--- config.mk ---
export PLATFORM = sky130hd
export DESIGN_NAME = clock_set_ctrl_flat
export DESIGN_NICKNAME = d
export VERILOG_FILES = /design/src/rtl/clock_pkg.sv /design/src/rtl/clock_set_ctrl_if.sv /design/src/rtl/clock_set_ctrl_prescaler.sv /design/src/rtl/clock_set_ctrl.sv /design/src/flat_wrapper.sv
export SDC_FILE = /design/constraint.sdc
export NUM_CORES = 1
export LEC_CHECK = 0
export CAP_MARGIN = 20
export CORE_MARGIN = 2
export CORE_UTILIZATION = 50
export DETAILED_ROUTE_END_ITERATION = 7
export PLACE_DENSITY_LB_ADDON = 0.12
export SETUP_SLACK_MARGIN = 0.05
export SLEW_MARGIN = 0
export SYNTH_ARGS = -nofsm -noshare
export SYNTH_HDL_FRONTEND = slang
export SYNTH_SLANG_ARGS = --single-unit
--- constraint.sdc ---
create_clock -name clk -period 2.4 [get_ports clk]
set_clock_uncertainty 0.1 [all_clocks]
set_input_delay 0.36 -clock clk [delete_from_list [all_inputs] [get_ports clk]]
set_output_delay 0.36 -clock clk [all_outputs]
set_load 0.01 [all_outputs]
--- src/rtl/clock_pkg.sv ---
// Shared types and constants for the 12-hour clock set controller and display driver.
package clock_pkg;

  typedef enum logic [1:0] {
    ST_RUN     = 2'd0,
    ST_SET_HR  = 2'd1,
    ST_SET_MIN = 2'd2,
    ST_COMMIT  = 2'd3
  } state_e;

  localparam logic [3:0] HOUR_MIN = 4'd1;
  localparam logic [3:0] HOUR_MAX = 4'd12;
  localparam logic [5:0] MIN_MAX  = 6'd59;

  // set_mode encodings, also decoded by the display driver
  localparam logic [1:0] MODE_RUN     = 2'b00;
  localparam logic [1:0] MODE_SET_HR  = 2'b01;
  localparam logic [1:0] MODE_SET_MIN = 2'b10;

  typedef struct packed {
    logic [3:0] hours;
    logic [5:0] minutes;
    logic       am_pm;
  } clk_time_t;

  localparam clk_time_t RESET_TIME = '{hours: HOUR_MAX, minutes: 6'd0, am_pm: 1'b0};

  // 11 -> 12 flips AM/PM; 12 -> 1 keeps it
  function automatic clk_time_t hour_inc(clk_time_t t);
    clk_time_t r;
    r = t;
    if (t.hours == HOUR_MAX - 4'd1) begin
      r.hours = HOUR_MAX;
      r.am_pm = ~t.am_pm;
    end else if (t.hours >= HOUR_MAX) begin
      r.hours = HOUR_MIN;
    end else begin
      r.hours = t.hours + 4'd1;
    end
    return r;
  endfunction

  // minutes wrap without carrying into hours
  function automatic logic [5:0] min_inc(logic [5:0] m);
    return (m >= MIN_MAX) ? 6'd0 : m + 6'd1;
  endfunction

  // COMMIT is shown as RUN: it lasts one cycle and the display is not blinking
  function automatic logic [1:0] mode_of(state_e s);
    case (s)
      ST_SET_HR:  return MODE_SET_HR;
      ST_SET_MIN: return MODE_SET_MIN;
      default:    return MODE_RUN;
    endcase
  endfunction

endpackage

--- src/rtl/clock_set_ctrl_if.sv ---
// Button / core-side bundle of the clock set controller.
interface clock_set_ctrl_if;
  logic       btn_mode;
  logic       btn_inc;
  logic [3:0] cur_hours;
  logic [5:0] cur_minutes;
  logic       cur_am_pm;
  logic       tick_1hz;
  logic       load;
  logic [3:0] load_hours;
  logic [5:0] load_minutes;
  logic       load_am_pm;
  logic [1:0] set_mode;
  logic       blink;

  modport master (
    output btn_mode, btn_inc, cur_hours, cur_minutes, cur_am_pm,
    input  tick_1hz, load, load_hours, load_minutes, load_am_pm, set_mode, blink
  );

  modport slave (
    input  btn_mode, btn_inc, cur_hours, cur_minutes, cur_am_pm,
    output tick_1hz, load, load_hours, load_minutes, load_am_pm, set_mode, blink
  );
endinterface

--- src/rtl/clock_set_ctrl_prescaler.sv ---
// Free-running divider: one-cycle pulses at the end and at the middle of each second.
// CLK_HZ must be even and >= 4 so both pulses land on distinct counts.
module clk_prescaler #(
  parameter int CLK_HZ = 12_000_000
) (
  input  logic clk,
  input  logic rst,
  input  logic clear,
  output logic sec_pulse,
  output logic half_pulse
);
  localparam int CW = (CLK_HZ > 2) ? $clog2(CLK_HZ) : 2;
  localparam logic [CW-1:0] LAST = CW'(CLK_HZ - 1);
  localparam logic [CW-1:0] HALF = CW'(CLK_HZ / 2 - 1);

  logic [CW-1:0] count;

  // count 0..CLK_HZ-1; clear restarts the second (used on commit)
  always_ff @(posedge clk) begin
    if (rst || clear || count == LAST) count <= '0;
    else                               count <= count + CW'(1);
  end

  assign sec_pulse  = (count == LAST);
  assign half_pulse = (count == HALF);
endmodule

--- src/rtl/clock_set_ctrl.sv ---
// Time-set sequencer for the 12-hour clock core: 1 Hz advance enable, two-button
// set FSM with a shadow time that is committed to the core by a single load strobe.
module clock_set_ctrl #(
  parameter int CLK_HZ    = 12_000_000,
  parameter int TIMEOUT_S = 10
) (
  input  logic             clk,
  input  logic             rst,
  clock_set_ctrl_if.slave  bus
);
  import clock_pkg::*;

  localparam int TW = $clog2(TIMEOUT_S + 1);

  state_e    state, state_n;
  logic      mode_q, inc_q;
  logic      mode_p, inc_p;
  logic      sec_pulse, half_pulse, clr;
  logic      in_set, tmo_hit;
  logic      sec_q, load_q, blink_q;
  logic [TW-1:0] tmo;
  clk_time_t shadow;

  assign in_set = (state == ST_SET_HR) || (state == ST_SET_MIN);
  assign clr    = (state == ST_COMMIT);

  clk_prescaler #(.CLK_HZ(CLK_HZ)) u_presc (
    .clk       (clk),
    .rst       (rst),
    .clear     (clr),
    .sec_pulse (sec_pulse),
    .half_pulse(half_pulse)
  );

  // edge history starts high so a button held through reset is not a press
  always_ff @(posedge clk) begin
    if (rst) begin
      mode_q <= 1'b1;
      inc_q  <= 1'b1;
    end else begin
      mode_q <= bus.btn_mode;
      inc_q  <= bus.btn_inc;
    end
  end

  // mode wins over a simultaneous inc
  assign mode_p = bus.btn_mode & ~mode_q;
  assign inc_p  = bus.btn_inc & ~inc_q & ~mode_p;

  // inactivity timer: seconds seen in set modes since entry or last press
  always_ff @(posedge clk) begin
    if (rst || !in_set || mode_p || inc_p) tmo <= '0;
    else if (sec_pulse)                    tmo <= tmo + TW'(1);
  end

  assign tmo_hit = in_set && sec_pulse && !mode_p && !inc_p && (tmo == TW'(TIMEOUT_S - 1));

  // state register
  always_ff @(posedge clk) begin
    if (rst) state <= ST_RUN;
    else     state <= state_n;
  end

  // next-state: mode steps through the set modes, timeout abandons the edit
  always_comb begin
    state_n = state;
    case (state)
      ST_RUN:     if (mode_p) state_n = ST_SET_HR;
      ST_SET_HR:  if (mode_p) state_n = ST_SET_MIN;
                  else if (tmo_hit) state_n = ST_RUN;
      ST_SET_MIN: if (mode_p) state_n = ST_COMMIT;
                  else if (tmo_hit) state_n = ST_RUN;
      default:    state_n = ST_RUN;
    endcase
  end

  // shadow time: captured from the core on entry, edited by inc presses
  always_ff @(posedge clk) begin
    if (rst) begin
      shadow <= RESET_TIME;
    end else begin
      case (state)
        ST_RUN:     if (mode_p) shadow <= '{hours:   bus.cur_hours,
                                            minutes: bus.cur_minutes,
                                            am_pm:   bus.cur_am_pm};
        ST_SET_HR:  if (inc_p)  shadow <= hour_inc(shadow);
        ST_SET_MIN: if (inc_p)  shadow.minutes <= min_inc(shadow.minutes);
        default:    ;
      endcase
    end
  end

  // output registers; the second pulse is dropped on the commit cycle so the
  // first tick after a load is a full second after the prescaler restart
  always_ff @(posedge clk) begin
    if (rst) begin
      sec_q   <= 1'b0;
      load_q  <= 1'b0;
      blink_q <= 1'b0;
    end else begin
      sec_q   <= sec_pulse & ~clr;
      load_q  <= clr;
      blink_q <= in_set ? (blink_q ^ (sec_pulse | half_pulse)) : 1'b0;
    end
  end

  assign bus.tick_1hz     = sec_q & (state == ST_RUN);
  assign bus.load         = load_q;
  assign bus.load_hours   = shadow.hours;
  assign bus.load_minutes = shadow.minutes;
  assign bus.load_am_pm   = shadow.am_pm;
  assign bus.set_mode     = mode_of(state);
  assign bus.blink        = blink_q & in_set;

endmodule

--- src/flat_wrapper.sv ---
// flat-port wrapper written by rule: the top's interface ports become plain ports
module clock_set_ctrl_flat import clock_pkg::*;
#(
  parameter int CLK_HZ    = 12_000_000,
  parameter int TIMEOUT_S = 10
)
  (clk, rst, bus_btn_mode, bus_btn_inc, bus_cur_hours, bus_cur_minutes, bus_cur_am_pm, bus_tick_1hz, bus_load, bus_load_hours, bus_load_minutes, bus_load_am_pm, bus_set_mode, bus_blink);
  clock_set_ctrl_if bus_i ();
  input  logic clk;
  input  logic rst;
  input wire logic [$bits(bus_i.btn_mode)-1:0] bus_btn_mode;
  input wire logic [$bits(bus_i.btn_inc)-1:0] bus_btn_inc;
  input wire logic [$bits(bus_i.cur_hours)-1:0] bus_cur_hours;
  input wire logic [$bits(bus_i.cur_minutes)-1:0] bus_cur_minutes;
  input wire logic [$bits(bus_i.cur_am_pm)-1:0] bus_cur_am_pm;
  output wire logic [$bits(bus_i.tick_1hz)-1:0] bus_tick_1hz;
  output wire logic [$bits(bus_i.load)-1:0] bus_load;
  output wire logic [$bits(bus_i.load_hours)-1:0] bus_load_hours;
  output wire logic [$bits(bus_i.load_minutes)-1:0] bus_load_minutes;
  output wire logic [$bits(bus_i.load_am_pm)-1:0] bus_load_am_pm;
  output wire logic [$bits(bus_i.set_mode)-1:0] bus_set_mode;
  output wire logic [$bits(bus_i.blink)-1:0] bus_blink;
  assign bus_i.btn_mode = bus_btn_mode;
  assign bus_i.btn_inc = bus_btn_inc;
  assign bus_i.cur_hours = bus_cur_hours;
  assign bus_i.cur_minutes = bus_cur_minutes;
  assign bus_i.cur_am_pm = bus_cur_am_pm;
  assign bus_tick_1hz = bus_i.tick_1hz;
  assign bus_load = bus_i.load;
  assign bus_load_hours = bus_i.load_hours;
  assign bus_load_minutes = bus_i.load_minutes;
  assign bus_load_am_pm = bus_i.load_am_pm;
  assign bus_set_mode = bus_i.set_mode;
  assign bus_blink = bus_i.blink;
  clock_set_ctrl #(.CLK_HZ(CLK_HZ), .TIMEOUT_S(TIMEOUT_S)) u_core (.clk(clk), .rst(rst), .bus(bus_i));
endmodule
---- Word-level counts from Yosys, hierarchy flattened ----
Index checks and enable logic that the tools add are counted.
cells by class
  add/subtract/negate cells ............... 4
  $mul .................................... 0
  divide/modulo/power cells ............... 0
  $lt $le $gt $ge ......................... 2
  equality and inequality tests ........... 11
  shifts and indexed selects .............. 0
  muxes and demuxes ....................... 16
  bitwise operators ....................... 15
  reductions and logical operators ........ 20
operators with widths
  kind                     number
  $add A24 B1 Y24 const B  1
  $eq A24 B23 Y1 const B   1
  $eq A24 B24 Y1 const B   1
  $mux W11                 2
  $pmux W6 S3              1
  $mux W6                  2
  $add A4 B1 Y4 const B    2
  $eq A4 B4 Y1 const B     2
  $mux W2                  4
  $mux W4                  2
  $pmux W4 S2              1
  $reduce_and A4 Y1        2
  $not A1 Y1               7
  $add A6 B1 Y6 const B    1
  $and A1 B1 Y1            6
  $ge A6 B6 Y1 const B     1
  $logic_or A1 B1 Y1       6
  $ne A2 B1 Y1 const B     3
  $pmux W2 S3              1
  $eq A2 B2 Y1 const B     2
  $ge A4 B4 Y1 const B     1
  $logic_and A1 B1 Y1      4
  $pmux W2 S2              1
  $reduce_bool A2 Y1       2
  other kinds (10)         12
word-level totals
  register bits ........................... 46
  latch bits .............................. 0
  RAM bits ................................ 0
  bits in read-only memories .............. 0
  input port bits ......................... 15
  output and inout bits ................... 16
  logic and storage cells ................. 79
  memories ................................ 0

---- Depth between registers and ports, before layout ----
  depth in word-level cells ............... 10
  depth in mapped cells ................... 8
  depth with buffers taken out ............ 6

---- Cells and area by module ----
From an unflattened synthesis, not the netlist that was laid out.
second synthesis, totals
  cells, all modules ...................... 289
  area total of the unflattened synthesis .. 2506.2 um2
modules (own cells, without submodules)
  module          times used  cells each  area each (um2)  seq. area each (um2)
  clock_set_ctrl  1           146         1325.0           440.4
  clk_prescaler   1           143         1181.1           480.5

---- Least setup slack after synthesis ----
No wires, ideal clock.
  path type ............................... flip-flop to flip-flop
  start point ............................. register u_core.state[0]
  end point ............................... register u_core.shadow, in the netlist u_core.bus.load_hours[2]
  setup time .............................. 0.122 ns
  data arrival time ....................... 1.991 ns
  data required time ...................... 2.178 ns
  slack ................................... 0.187 ns
  cell stages (with the launch flop) ...... 8
  path buffers ............................ 2
  period minus slack after synthesis ...... 2.213 ns
  cells stage by stage .................... dfxtp_1 inv_1 ha_1 clkbuf_1 or4_1 clkbuf_1 a22o_1 a221o_1
on the way
  cells in the longest elaborated chain, start to end .. 3
  elaborated cells on any way between the ends .. 7
  those cells by class .................... 3 x eq/ne; 1 x mux; 3 x reduce/logical
ends and longest elaborated chain
  what                                                                 line                  text
  from (decl)                                                          clock_set_ctrl.sv:15  state_e state, state_n;
  from (signal assigned)                                               clock_set_ctrl.sv:61  else state <= state_n;
  $eq A2 B1 Y1 or $logic_not A2 Y1 (tied branches)                     clock_set_ctrl.sv:82  case (state)
  $ne A2 B1 Y1 (no source line) or $reduce_bool A2 Y1 (tied branches)  n/a
  $reduce_and A3 Y1 (no source line)                                   n/a
  to (signal assigned)                                                 clock_set_ctrl.sv:83  ST_RUN: if (mode_p) shadow <= '{hours: bus.cur_hours,
  to (signal assigned)                                                 clock_set_ctrl.sv:86  ST_SET_HR: if (inc_p) shadow <= hour_inc(shadow);
  to (decl)                                                            clock_set_ctrl.sv:22  clk_time_t shadow;
Parallel ways exist; a longest one is shown, timed or not.
A chain may end at the register's enable or synchronous reset.

---- Worst setup path in the final report ----
  start point ............................. register u_core.state[1]
  end point ............................... output bus_tick_1hz
on the way
  cells in the longest elaborated chain, start to end .. 2
ends and longest elaborated chain
  what              line                   text
  $logic_not A2 Y1  clock_set_ctrl.sv:107  assign bus.tick_1hz = sec_q & (state == ST_RUN);
  $and A1 B1 Y1     clock_set_ctrl.sv:107
  to (decl)         flat_wrapper.sv:16     output wire logic [$bits(bus_i.tick_1hz)-1:0] bus_tick_1hz;
No other way between the ends.

==> out/metrics.csv <==
stage,metric,value,unit
die,Die Area,5750,um^2
cells_and_area,layout cells sized above 1,0.101,
detailed_routing,DRT Pass-1 Iters,4,
timing,Final Setup Violations,0,
pwr,maximum VDD drop,0.308,mV
timing,Worst-Margin Slew,0.498,ns
timing,final hold violations,0,
die,IO Pins,31,
detailed_routing,WL/cell,13.6,um
grt,GRT Overall Usage,0.205,
cells_and_area,synthesis-to-layout area growth,21.9,%
detailed_routing,detailed router's first-iteration violation count,98,
cells_and_area,Final nets,372,
synth,main flop type after synthesis,dfxtp_1,
worst_setup_path,Worst Setup EP,bus_tick_1hz,
detailed_routing,Remaining DRCs,0,
synth,syn nets,331,
grt,vias in the first global route,2157,
pwr,PD cells,468,nW/um^2
place,port bufs,30,
synth,"Seq/Total Area, Yosys",0.357,
place,detailed placer's ending HPWL,4180,um
grt,Overflow after GRT,0,
outcome,status,"finished, final reports clean",
detailed_routing,vias per inst,5.67,
timing,final setup TNS,0,ns
detailed_routing,routed wire length,5660,um
synth,top post-synthesis cells by count,"dfxtp_1 (46), nor2_1 (26), a21oi_1 (22), inv_1 (17), nand3_1 (17)",
worst_setup_path,reg2reg path depth,7,
clocking,total CTS buffers,5,
timing,Tmin final,2.23,ns
grt,GR met3 Demand/Resource,0.0476,
clocking,maximum buffer depth of the clock tree,2,
grt,M2 GR Usage,0.369,
grt,initial antenna violation count,0,
worst_setup_path,r2r startpoint,u_core.state[1],
worst_setup_path,CP arrival,1.77,ns
worst_setup_path,CP Max Fanout,7,
worst_setup_path,Worst EP required,1.94,ns
detailed_routing,vias post-DR,2365,
synth,number of flops mapped to enable cells by yosys,0,
cells_and_area,n_diodes,0,
clocking,TritonCTS Sinks,46,
clocking,CTS tree,built,
die,chip width,75.9,um
clocking,Worst-Skew Late Latency,0.30,ns
die,Starting Density,0.512,
clocking,htree depth,2,
place,Placer Congestion,0.781,
clocking,Root Buffer,clkbuf_8,
synth,Mapped Area,2580,um^2
timing,final hold slack,0.374,ns
synth,cell count after synthesis,305,
die,Rows,26,
pwr,Lkg Pwr,1.10,nW
worst_setup_path,Worst setup SP type,register,
worst_setup_path,reg-to-reg setup timing slack,0.23,ns
synth,top cell type by total area after synthesis,dfxtp_1,
cells_and_area,fill cell count,454,
worst_setup_path,Crit. Startpoint,u_core.state[1],
grt,first-pass GRT wire length,9310,um
worst_setup_path,Crit. End Element,output port,
detailed_routing,ANT nets after route,0,
grt,M1 GR Usage,0.247,
die,Core ar.,5040,um^2
die,Die Y,75.9,um
timing,max-slew violations,0,
synth,top-area cell type share of the netlist area,0.357,
timing,FMAX,448,MHz
synth,most common cell in the netlist,dfxtp_1,
job,max_cap viols,0,
timing,Final Cycle Share,0.930,
synth,synth warn,0,
timing,RSZ-0062 raised after global routing,no,
worst_setup_path,RR Endpoint,u_core.bus.load_hours[3],
timing,Slew HR,0.667,
synth,register bit total from synthesis,46,
grt,largest net degree at the start of global routing,23,
clocking,"Reg clk slew, reported paths",0.08,ns
worst_setup_path,critical path class,register to output port,
synth,Netlist cell types,59,
synth,mean post-synth cell area,8.46,um^2
synth,post-synthesis async set-or-reset flop share,0,
min_path,Hold/Removal Path Class,register to register,
grt,busiest grt layer,met2,
clocking,CTS hold repair buffers,0,
synth,main area contributors after synthesis,"dfxtp_1 (36%), ha_1 (5.3%), a21oi_1 (4.3%)",
==> layer usage <==
metal	vias to the layer above	wire (um)
li1	1218	-
met1	1101	2570
met2	42	2830
met3	4	229
met4	0	30
met5	-	0
==> metrics by stage <==
step                power [mW]   util  cells  setup WS [ns]  area, um^2
finish                    1.47  0.624    417          0.168        3150
global route              1.54  0.624    417         0.0814        3150
CTS                       1.49  0.623    417         0.0822        3140
detailed placement        1.00  0.605    409          0.111        3050
global placement         0.998  0.605    409          0.164        3050
floorplan                0.916      -    305          0.187        2580
==> sequential cells by signal (all words and copies together) (netlist names) <==
name	flops
u_core.tmo	4
u_core.bus.load_am_pm	1
u_core.blink_q	1
u_core.bus.load_hours	4
u_core.mode_q	1
u_core.bus.load	1
u_core.sec_q	1
u_core.state	2
u_core.bus.load_minutes	6
u_core.inc_q	1
u_core.u_presc.count	24
==> critical path, stage by stage (launching register included) <==
cell	delay, ns
dfxtp_2	0.36
inv_1	0.12
ha_1	0.19
buf_4	0.15
and2_1	0.13
clkdlybuf4s50_1	0.53
==> worst min path at each step <==
stage / from / end / slack (ns) / cells after the start
CTS: u_core.blink_q / u_core.blink_q / 0.38 / 2
global placement: u_core.blink_q / u_core.blink_q / 0.35 / 2
finish: u_core.blink_q / u_core.blink_q / 0.37 / 2
global route: u_core.blink_q / u_core.blink_q / 0.40 / 2
floorplan: u_core.blink_q / u_core.blink_q / 0.34 / 2
detailed placement: u_core.blink_q / u_core.blink_q / 0.36 / 2
==> layout by cell type (no fill, tap or decap), drive strengths merged, types with 8 or more instances in the layout <==
cell	instances
dfxtp	46
clkdlybuf4s50	30
nor2	26
a21oi	22
buf	18
inv	17
nand3	17
nand2	14
ha	11
o31ai	10
xnor2	9
or4	9
nor3	8
o21ai	8
==> cell families (layout without fill, tap and decap cells) <==
logic type / Yosys count / after routing / share of synthesized area
flops: 46 / 46 / 0.357
fa+ha+maj: 11 / 11 / 0.0533
mux: 6 / 6 / 0.0242
xor+xnor: 13 / 13 / 0.0441
compound gates: 67 / 67 / 0.178
buf+inv: 31 / 73 / 0.0499
simple gates: 131 / 131 / 0.293
==> power by group <==
group | internal [mW] | total, mW | switching (mW) | leakage (nW)
sequential | 0.781 | 0.805 | 0.0236 | 0.374
combinational | 0.0960 | 0.178 | 0.0819 | 0.679
clock | 0.233 | 0.490 | 0.257 | 0.0482
==> cell type report <==
type	instances	area [um^2]	share of cell area
clock buffer	7	86.3	0.0274
clock inverter	1	5.00	0.00159
inverter	17	63.8	0.0203
multi-input combinational	228	1530	0.487
sequential	46	923	0.294
tap	70	87.6	0.0278
timing repair buffer	48	448	0.142
==> timing repair <==
action / CTS / global route
setup buffers: 0 / 0
resized for setup: 0 / 2
endpoints found under the setup margin: 0 / 2
No activity file was read; power rests on OpenSTA's default activity.
==> patch: new RTL, same settings <==
`TIMEOUT_S` is set to 10 in 2 places; all go to 11.
--- a/src/rtl/clock_set_ctrl.sv
+++ b/src/rtl/clock_set_ctrl.sv
@@ -2,7 +2,7 @@
 // set FSM with a shadow time that is committed to the core by a single load strobe.
 module clock_set_ctrl #(
   parameter int CLK_HZ    = 12_000_000,
-  parameter int TIMEOUT_S = 10
+  parameter int TIMEOUT_S = 11
 ) (
   input  logic             clk,
   input  logic             rst,
--- a/src/flat_wrapper.sv
+++ b/src/flat_wrapper.sv
@@ -2,7 +2,7 @@
 module clock_set_ctrl_flat import clock_pkg::*;
 #(
   parameter int CLK_HZ    = 12_000_000,
-  parameter int TIMEOUT_S = 10
+  parameter int TIMEOUT_S = 11
 )
   (clk, rst, bus_btn_mode, bus_btn_inc, bus_cur_hours, bus_cur_minutes, bus_cur_am_pm, bus_tick_1hz, bus_load, bus_load_hours, bus_load_minutes, bus_load_am_pm, bus_set_mode, bus_blink);
   clock_set_ctrl_if bus_i ();
Behaviour: same outputs for any inputs over 10 cycles, from zero or initial values and one cycle with rst high; that may be too few to reach the edited logic, so the function may still have changed.
==> patch against the unedited design <==
  * Clock power decreased by 10%
  * Setup slack got worse by 0.024 ns
  * Total power decreased by 3.5%
  * Area after synthesis increased by 0.44%
  * Non-clock buffer count decreased by 6
  * Core utilization decreased by 0.99 points
  * Design area decreased by 1.6%
  * Sequential power about the same
  * First-iteration DRC count increased by 31%
  * Sequential cell count unchanged
  * Routed wire length increased by 3.0%
  * Largest cell class unchanged
==> patch: results (changes against the unedited design) <==
| Metric | Value |
|---|---|
| First-pass GRT wire length | 10230 microns (was 9308 microns) |
| GP Congestion | 0.8563 (was 0.7811) |
| Layout cells sized above 1 | 7.849% (was 10.09%) |
| Max reg flops | 24 (unchanged) |
| Clk power | 0.441 mW (was 0.490 mW) |
| Vias | 2415 (was 2365) |
| Flop pwr share | 56.6% (was 54.7%) |
| Placed Area | 3014 sq um (was 3052 sq um) |
| Largest net degree at the start of global routing | 24 (was 23) |
| Crit path max fanout | 5 (was 7) |
| Leading post-synthesis cells by cell area | dfxtp_1, ha_1, a21oi_1 (unchanged) |
| PortBufs | 30 (unchanged) |
| HP Class | reg -> reg (unchanged) |
| # diodes | 0 (unchanged) |
| Dpl ws | 0.1361 ns (was 0.1110 ns) |
| Most flops, register | u_core.u_presc.count (unchanged) |
| Post-synth top cells | dfxtp_1, a21oi_1, nor2_1 (was dfxtp_1, nor2_1, a21oi_1) |
| Worst path arrival time | 1.80 ns (was 1.77 ns) |
| Final wirelength | 5829 microns (was 5659 microns) |
| Vias in the first global route | 2269 (was 2157) |
| Synthesized Nets | 336 (was 331) |
| Outcome | finished clean (unchanged) |
| Cell internal pwr | 1.075 mW (was 1.110 mW) |
| Postcts setup bufs | 0 (unchanged) |
| Sequential element share of the synthesized area | 35.52% (was 35.68%) |
| Clock buffer depth | 2 (unchanged) |
| Setup TNS | 0 ns (unchanged) |
| NumNets Final | 370 (was 372) |
| Placed Cells | 407 (was 409) |
| CTS root buffer | clkbuf_8 (unchanged) |
| Worst vdd ir | 0.3308 mV (was 0.3081 mV) |
| Overall Global Routing Usage | 21.07% (was 20.51%) |
| Initial antenna violation count | 0 (unchanged) |
| Netlist cell types | 54 (was 59) |
| # fillers | 457 (was 454) |
| Ys async rst share | 0% (unchanged) |
| P_leak | 1.054 nW (was 1.101 nW) |
| CTS clk-pin slew, worst paths | 0.08 ns (about the same) |
| Clock latency on the worst-skew pair | 0.29 ns |
| Post_cts resized | 0 (unchanged) |
| Starting DRT DRC Count | 128 (was 98) |
| Max-Slew Margin vs Limit | 67.67% (was 66.71%) |
| Vias per cell | 5.833 (was 5.671) |
| CP peak stage delay | 0.53 ns (about the same) |
| Slowest cell on crit path | clkdlybuf4s50_1 (unchanged) |
| DPL Wire Length | 4157 microns (was 4182 microns) |
| Cell count after synthesis | 310 (was 305) |
| TritonCTS Buffers | 5 (unchanged) |
==> patch: metrics by stage <==
step                utilization (%)  power (mW)
floorplan                         -      0.9159
global placement              59.78      0.9938
detailed placement            59.78      0.9963
CTS                           61.29       1.433
global route                  61.39       1.487
finish                        61.39       1.421
==> patch: worst max-delay path: cells and delay by family (launching register included) <==
kind / cells / cell delay, ns
fa+ha+maj: 1 / 0.35
simple gates: 1 / 0.14
flops: 1 / 0.38
buf+inv: 2 / 0.63
==> patch: layout make-up <==
cell class / count / area [sq um] / share of cell area, %
inverter: 14 / 52.55 / 1.698
clock buffer: 7 / 76.32 / 2.466
tap: 70 / 87.58 / 2.829
timing repair buffer: 42 / 402.9 / 13.02
sequential: 46 / 923.4 / 29.83
multi-input combinational: 235 / 1553 / 50.16
==> patch: kinds of logic (layout without fill, tap and decap cells) <==
logic type,count (synthesis),in the layout,synth area share [%]
simple gates,135,135,30.07
fa+ha+maj,11,11,5.309
mux,3,3,1.158
buf+inv,29,63,4.681
flops,46,46,35.52
xor+xnor,12,12,4.054
compound gates,74,74,19.21
==> patch: worst paths after layout <==
path | startpoint | end | slack [ns] | cells after the start
worst max-delay path | u_core.state[0] | bus_blink | 0.14 | 4
worst min-delay path | u_core.u_presc.count[0] | u_core.u_presc.count[0] | 0.36 | 1
worst max register to register | u_core.u_presc.count[9] | u_core.tmo[3] | 0.30 | 4
worst min register to register | u_core.u_presc.count[0] | u_core.u_presc.count[0] | 0.36 | 1
==> patch: routing by layer <==
layer  routed length (microns)  GRT usage [%]  part of all wire (%)  vias up
li1                          -              -                     -     1235
met5                         0              0                     0        -
met2                      2735          35.45                    47       53
met4                        93          8.364                   1.6        0
met1                      2748          26.36                    47     1119
met3                       250          4.621                   4.3        8
